`config.mk`:
```
export PLATFORM = sky130hd
export DESIGN_NAME = button_step_counter
export DESIGN_NICKNAME = d
export VERILOG_FILES = /design/src/rtl/button_step_counter.sv
export SDC_FILE = /design/constraint.sdc
export NUM_CORES = 1
export LEC_CHECK = 0
export ABC_AREA = 0
export ABC_CLOCK_PERIOD_IN_PS = 5690
export BUFFER_PORTS_ARGS = -buffer_cell sky130_fd_sc_hd__buf_4
export CAP_MARGIN = 20
export CORE_MARGIN = 10
export CORE_UTILIZATION = 65
export DETAILED_ROUTE_END_ITERATION = 8
export PLACE_DENSITY = 0.82
export SYNTH_ARGS = -nofsm -noshare
export SYNTH_HDL_FRONTEND = slang
export SYNTH_SLANG_ARGS = --single-unit
```
`constraint.sdc`:
```
create_clock -name clk -period 5.69 [get_ports clk]
set_input_delay 0.2845 -clock clk [delete_from_list [all_inputs] [get_ports clk]]
set_output_delay 0.2845 -clock clk [all_outputs]
set_load 0.02 [all_outputs]
```
`src/rtl/button_step_counter.sv`:
```
// button_step_counter: two raw push-buttons step a 4-bit LED count up/down.
// Each button: 2-flop synchroniser -> debounce timer -> rising-edge pulse.
// Q steps on the edge after a pulse; simultaneous up+down pulses cancel.
// Optional auto-repeat while held: define BUTTON_AUTO_REPEAT_EN.
module button_step_counter #(
  parameter int unsigned DEBOUNCE_CYCLES = 1250000,
`ifdef BUTTON_AUTO_REPEAT_EN
  parameter int unsigned HOLD_CYCLES     = 62500000,
  parameter int unsigned REPEAT_CYCLES   = 12500000,
`endif
  parameter int unsigned CNT_W           = 27
) (
  input  logic       clk,
  input  logic       reset,
  input  logic       btn_up,
  input  logic       btn_down,
  output logic [3:0] Q,
  output logic       up_pulse,
  output logic       down_pulse,
  output logic       wrap
);

`ifdef BUTTON_AUTO_REPEAT_EN
  typedef enum logic [1:0] {IDLE, HOLD_WAIT, REPEAT} btn_state_e;
  // HOLD_WAIT is entered one cycle before the initial pulse, so waiting for
  // a count of HOLD_CYCLES (not -1) spaces the first repeat exactly
  // HOLD_CYCLES after the initial pulse.
  localparam logic [CNT_W-1:0] HOLD_LAST = CNT_W'(HOLD_CYCLES);
  localparam logic [CNT_W-1:0] REP_LAST  = CNT_W'(REPEAT_CYCLES - 1);
`else
  typedef enum logic {IDLE, PRESSED} btn_state_e;
`endif

  localparam logic [CNT_W-1:0] DB_LAST = CNT_W'(DEBOUNCE_CYCLES - 1);

  // Index 0 is the up button, index 1 the down button.
  logic [1:0]       btn_raw;
  logic [1:0]       sync1_q, sync2_q;
  btn_state_e       state_q [2];
  btn_state_e       state_d [2];
  logic [CNT_W-1:0] db_tmr_q [2];
  logic [CNT_W-1:0] db_tmr_d [2];
  logic [1:0]       db_flip;
  logic [1:0]       stable;
  logic [1:0]       stable_prev_q;
  logic [1:0]       pulse_q, pulse_d;
  logic [3:0]       q_q, q_d;
  logic             wrap_q, wrap_d;
`ifdef BUTTON_AUTO_REPEAT_EN
  logic [CNT_W-1:0] rp_tmr_q [2];
  logic [CNT_W-1:0] rp_tmr_d [2];
  logic [1:0]       rpt_fire;
`endif

  assign btn_raw = {btn_down, btn_up};

  // Two-flop synchroniser: the only path from the raw buttons into logic.
  always_ff @(posedge clk or negedge reset) begin
    if (!reset) begin
      sync1_q <= '0;
      sync2_q <= '0;
    end else begin
      sync1_q <= btn_raw;
      sync2_q <= sync1_q;
    end
  end

  // Debounced (stable) level is encoded by the per-button state.
  always_comb begin
    for (int unsigned i = 0; i < 2; i++) begin
      stable[i] = (state_q[i] != IDLE);
    end
  end

  // Debounce timers and per-button state transitions.
  always_comb begin
    db_flip = '0;
`ifdef BUTTON_AUTO_REPEAT_EN
    rpt_fire = '0;
`endif
    for (int unsigned i = 0; i < 2; i++) begin
      state_d[i]  = state_q[i];
      db_tmr_d[i] = '0;
`ifdef BUTTON_AUTO_REPEAT_EN
      rp_tmr_d[i] = rp_tmr_q[i];
`endif
      if (sync2_q[i] != stable[i]) begin
        if (db_tmr_q[i] == DB_LAST) begin
          db_flip[i] = 1'b1;
        end else begin
          db_tmr_d[i] = db_tmr_q[i] + CNT_W'(1);
        end
      end
`ifdef BUTTON_AUTO_REPEAT_EN
      case (state_q[i])
        IDLE: begin
          if (db_flip[i]) begin
            state_d[i]  = HOLD_WAIT;
            rp_tmr_d[i] = '0;
          end
        end
        HOLD_WAIT: begin
          if (db_flip[i]) begin
            state_d[i]  = IDLE;
            rp_tmr_d[i] = '0;
          end else if (rp_tmr_q[i] == HOLD_LAST) begin
            state_d[i]  = REPEAT;
            rp_tmr_d[i] = '0;
            rpt_fire[i] = 1'b1;
          end else begin
            rp_tmr_d[i] = rp_tmr_q[i] + CNT_W'(1);
          end
        end
        REPEAT: begin
          if (db_flip[i]) begin
            state_d[i]  = IDLE;
            rp_tmr_d[i] = '0;
          end else if (rp_tmr_q[i] == REP_LAST) begin
            rp_tmr_d[i] = '0;
            rpt_fire[i] = 1'b1;
          end else begin
            rp_tmr_d[i] = rp_tmr_q[i] + CNT_W'(1);
          end
        end
        default: begin
          state_d[i]  = IDLE;
          rp_tmr_d[i] = '0;
        end
      endcase
`else
      case (state_q[i])
        IDLE:    if (db_flip[i]) state_d[i] = PRESSED;
        PRESSED: if (db_flip[i]) state_d[i] = IDLE;
        default: state_d[i] = IDLE;
      endcase
`endif
    end
  end

  // Per-button state, debounce timer and (optionally) repeat timer registers.
  always_ff @(posedge clk or negedge reset) begin
    if (!reset) begin
      for (int unsigned i = 0; i < 2; i++) begin
        state_q[i]  <= IDLE;
        db_tmr_q[i] <= '0;
`ifdef BUTTON_AUTO_REPEAT_EN
        rp_tmr_q[i] <= '0;
`endif
      end
    end else begin
      for (int unsigned i = 0; i < 2; i++) begin
        state_q[i]  <= state_d[i];
        db_tmr_q[i] <= db_tmr_d[i];
`ifdef BUTTON_AUTO_REPEAT_EN
        rp_tmr_q[i] <= rp_tmr_d[i];
`endif
      end
    end
  end

  // Press strobe: rising edge of the stable level, plus repeat firings.
  always_comb begin
`ifdef BUTTON_AUTO_REPEAT_EN
    pulse_d = (stable & ~stable_prev_q) | rpt_fire;
`else
    pulse_d = stable & ~stable_prev_q;
`endif
  end

  // Edge-detect history and registered strobes.
  always_ff @(posedge clk or negedge reset) begin
    if (!reset) begin
      stable_prev_q <= '0;
      pulse_q       <= '0;
    end else begin
      stable_prev_q <= stable;
      pulse_q       <= pulse_d;
    end
  end

  // Count step and wrap detection from the registered strobes.
  always_comb begin
    q_d    = q_q;
    wrap_d = 1'b0;
    case (pulse_q)
      2'b01: begin
        q_d    = q_q + 4'd1;
        wrap_d = (q_q == 4'hF);
      end
      2'b10: begin
        q_d    = q_q - 4'd1;
        wrap_d = (q_q == 4'h0);
      end
      default: ;
    endcase
  end

  // Count and wrap strobe registers.
  always_ff @(posedge clk or negedge reset) begin
    if (!reset) begin
      q_q    <= '0;
      wrap_q <= 1'b0;
    end else begin
      q_q    <= q_d;
      wrap_q <= wrap_d;
    end
  end

  assign Q          = q_q;
  assign up_pulse   = pulse_q[0];
  assign down_pulse = pulse_q[1];
  assign wrap       = wrap_q;

endmodule

```
==> flow_summary.yaml <==
worst_setup_path:
  crit_path_end_kind: "flop"
  critPathLaunchType: "flop"
  timing.rr.start: "db_tmr_q[21]"
  critPathMaxFanout: 15
  r2r_end: "db_tmr_q[18]"
  worst-setup-path-type: "flop to flop"
  required_ns: 5.90
  startpoint: "db_tmr_q[21]"
  worstPathArrival_ns: 2.50
  slowest_stage: "o41ai_4"
  rr_worst_depth: 5
  crit_chain: "nor4_1 > nand4_1 > o41ai_4 > buf_4 > a21oi_1"
  regToRegSetupSlack_ns: 3.40
  cp-endpoint: "db_tmr_q[18]"
  cp_slowest_stage_delay_ns: 0.75
clocking:
  clockRootBuffer: "clkbuf_8"
  cts-hold-fix-buffers: 0
  cts_tree: "done"
  numCtsBuffers: 9
  cts-htree-levels: 3
  cts_setup_buffers: 0
  clock_tree.buffer_depth: 2
  cts-resized-gates: 0
  cts.reportedPaths.clkPinSlew_ns: 0.07
  clock_latency_ns: 0.33
  numClockSinks: 69
sta:
  finalSetupViolCount: 0
  tightest_slew_ns: 0.839
  post-route-period-util: 0.403
  fin_setup_tns_ns: 0
  skew_ns: 0.00684
  final_hold_viol_count: 0
  period_needed_ns: 2.29
  rsz0062_at_grt: "false"
  slew_violations: 0
  slew_headroom: 0.440
  timing.fmax_mhz: 436
route:
  drc_errors: 0
  wl_met1_um: 2990
  dr_wl_met2_um: 2960
  top_layer_used: "met4"
  avgViaCountPerCell: 6.01
  avgRoutedWirePerCell_um: 14.8
  routed_wl_um: 6280
  num_vias: 2548
  drt_iter0_drc: 127
  dr.pass1.iters: 6
  ant_nets: 0
  wl_met3_um: 310
logic_synthesis:
  syn-num-nets: 351
  syn_avg_cell_area_um2: 10.1
  synth_ff_type: "dfrtp_1"
  async_reset_ff_frac: 1.00
  synth_edf_count: 0
  synth_cell_type_count: 38
  yosys_warnings: 0
  yosysSeqAreaShare: 0.502
  synthCells: 340
  netlist_area_um2: 3440
  synth.ff_latch_count: 69
finish:
  layout.nets: 362
  diodes: 0
  final_common_cell: "dfrtp_1"
  mostFrequentLayoutCells: "dfrtp_1 (69), nor2_1 (32), a21oi_1 (29), xnor2_1 (18), nand3_1 (17)"
  area_delta_synth_final_pct: 7.64
  final_cell_area_um2: 3700
  drive_above_1_share: 0.102
global_routing:
  first_global_vias: 2485
  antenna_found_initial: 0
  grt_use_total: 0.154
  grt_max_degree: 70
  grt_overflow: 0
  grt_pass1_wl_um: 11000
power:
  ir_worst_vdd_mv: 0.149
  powerDensity_nw_per_um2: 227
  p_leak_nw: 1.52
placed_design:
  dpl.hpwl_um: 4280
  gp_congestion: 0.838
  placed_area_um2: 3550
  io_buffers: 10
floorplan:
  die_h_um: 92.7
  die-area_um2: 8600
  start_util: 0.673
  rows: 26
  die_width_um: 92.7
  coreArea_um2: 5110
  io_pins: 11
hold_path:
  hold_class: "input port to asynchronous set/reset pin"
run_status:
  outcome: "completed"
run:
  cap_violations: 0
## synthesized netlist by cell type, drive strengths merged (8+ instances only)
cell / number / area [um^2]
dfrtp: 69 / 1730
nor2: 32 / 120
a21oi: 29 / 145
nand3: 19 / 105
xnor2: 18 / 158
o21ai: 16 / 80.1
or3: 16 / 100
inv: 15 / 56.3
nand2: 15 / 56.3
or4: 15 / 120
nand4: 12 / 81.3
o31ai: 12 / 90.1
xor2: 10 / 87.6
buf: 8 / 46.3
nor4: 8 / 50.1
## flip-flops by register name (all words and copies together) (netlist names), named ones only
signal         flops
wrap               1
Q                  4
sync2_q            2
db_tmr_q          54
sync1_q            2
pulse_q            2
stable_prev_q      2
## layer usage
layer,track usage,up-vias
met5,0,-
met4,0.0617,0
met3,0.0379,2
met2,0.249,42
met1,0.195,1248
li1,-,1256
## how the worst min path moves through the flow
stage / startpoint / to / slack, ns / depth (start not counted)
2_1_floorplan: reset / Q[0] / -0.01 / 0
3_5_place_dp: sync1_q[0] / sync2_q[0] / 0.34 / 0
6_report: reset / db_tmr_q[42] / 0.05 / 1
5_1_grt: btn_up / sync1_q[0] / 0.04 / 1
4_1_cts: btn_down / sync1_q[1] / 0.05 / 1
3_3_place_gp: sync1_q[1] / sync2_q[1] / 0.33 / 0
## cells by family (layout without fill, tap and decap cells)
group	after synthesis	count (layout)	synth area share
XOR/XNOR	28	28	0.0713
multiplexers	4	4	0.0124
AO/OA/AOI/OAI	60	60	0.110
AND/OR/NAND/NOR	145	145	0.242
buffers and inverters	27	41	0.0342
flip-flops	69	69	0.502
adder cells (fa/ha/maj)	7	7	0.0277
## stage by stage
| step | util | cells | hold WS, ns | setup WS, ns | total power, W |
|---|---|---|---|---|---|
| 3_5_place_dp | 0.696 | 410 | 0.337 | 3.39 | 0.000535 |
| 6_report | 0.724 | 424 | 0.0454 | 3.40 | 0.000841 |
| 5_1_grt | 0.724 | 424 | 0.0447 | 3.17 | 0.000873 |
| 3_3_place_gp | 0.696 | 410 | 0.334 | 3.52 | 0.000534 |
| 4_1_cts | 0.724 | 424 | 0.0525 | 3.39 | 0.000847 |
| 2_1_floorplan | - | 340 | -0.0111 | 3.70 | 0.000521 |
## power by group
group          internal (W)  switching [W]  leakage (nW)
combinational    0.00000704      0.0000187         0.494
sequential         0.000495     0.00000383         0.950
clock              0.000151       0.000165        0.0788
## critical path, delay by kind of cell (launching register included)
kind,cells,cell delay [ns]
AOI/OAI and AO/OA,2,0.82
DFF,1,0.45
buffers and inverters,1,0.33
and+or+nand+nor,2,0.57
## layout make-up
cell class,count,area (um^2)
Timing Repair Buffer,12,90.1
Inverter,15,56.3
Sequential cell,69,1730
Clock inverter,3,15.0
Tap cell,70,87.6
Clock buffer,11,131
Multi-Input combinational cell,244,1590
Fill cell,372,1410
(Power assumes the default switching activity.)
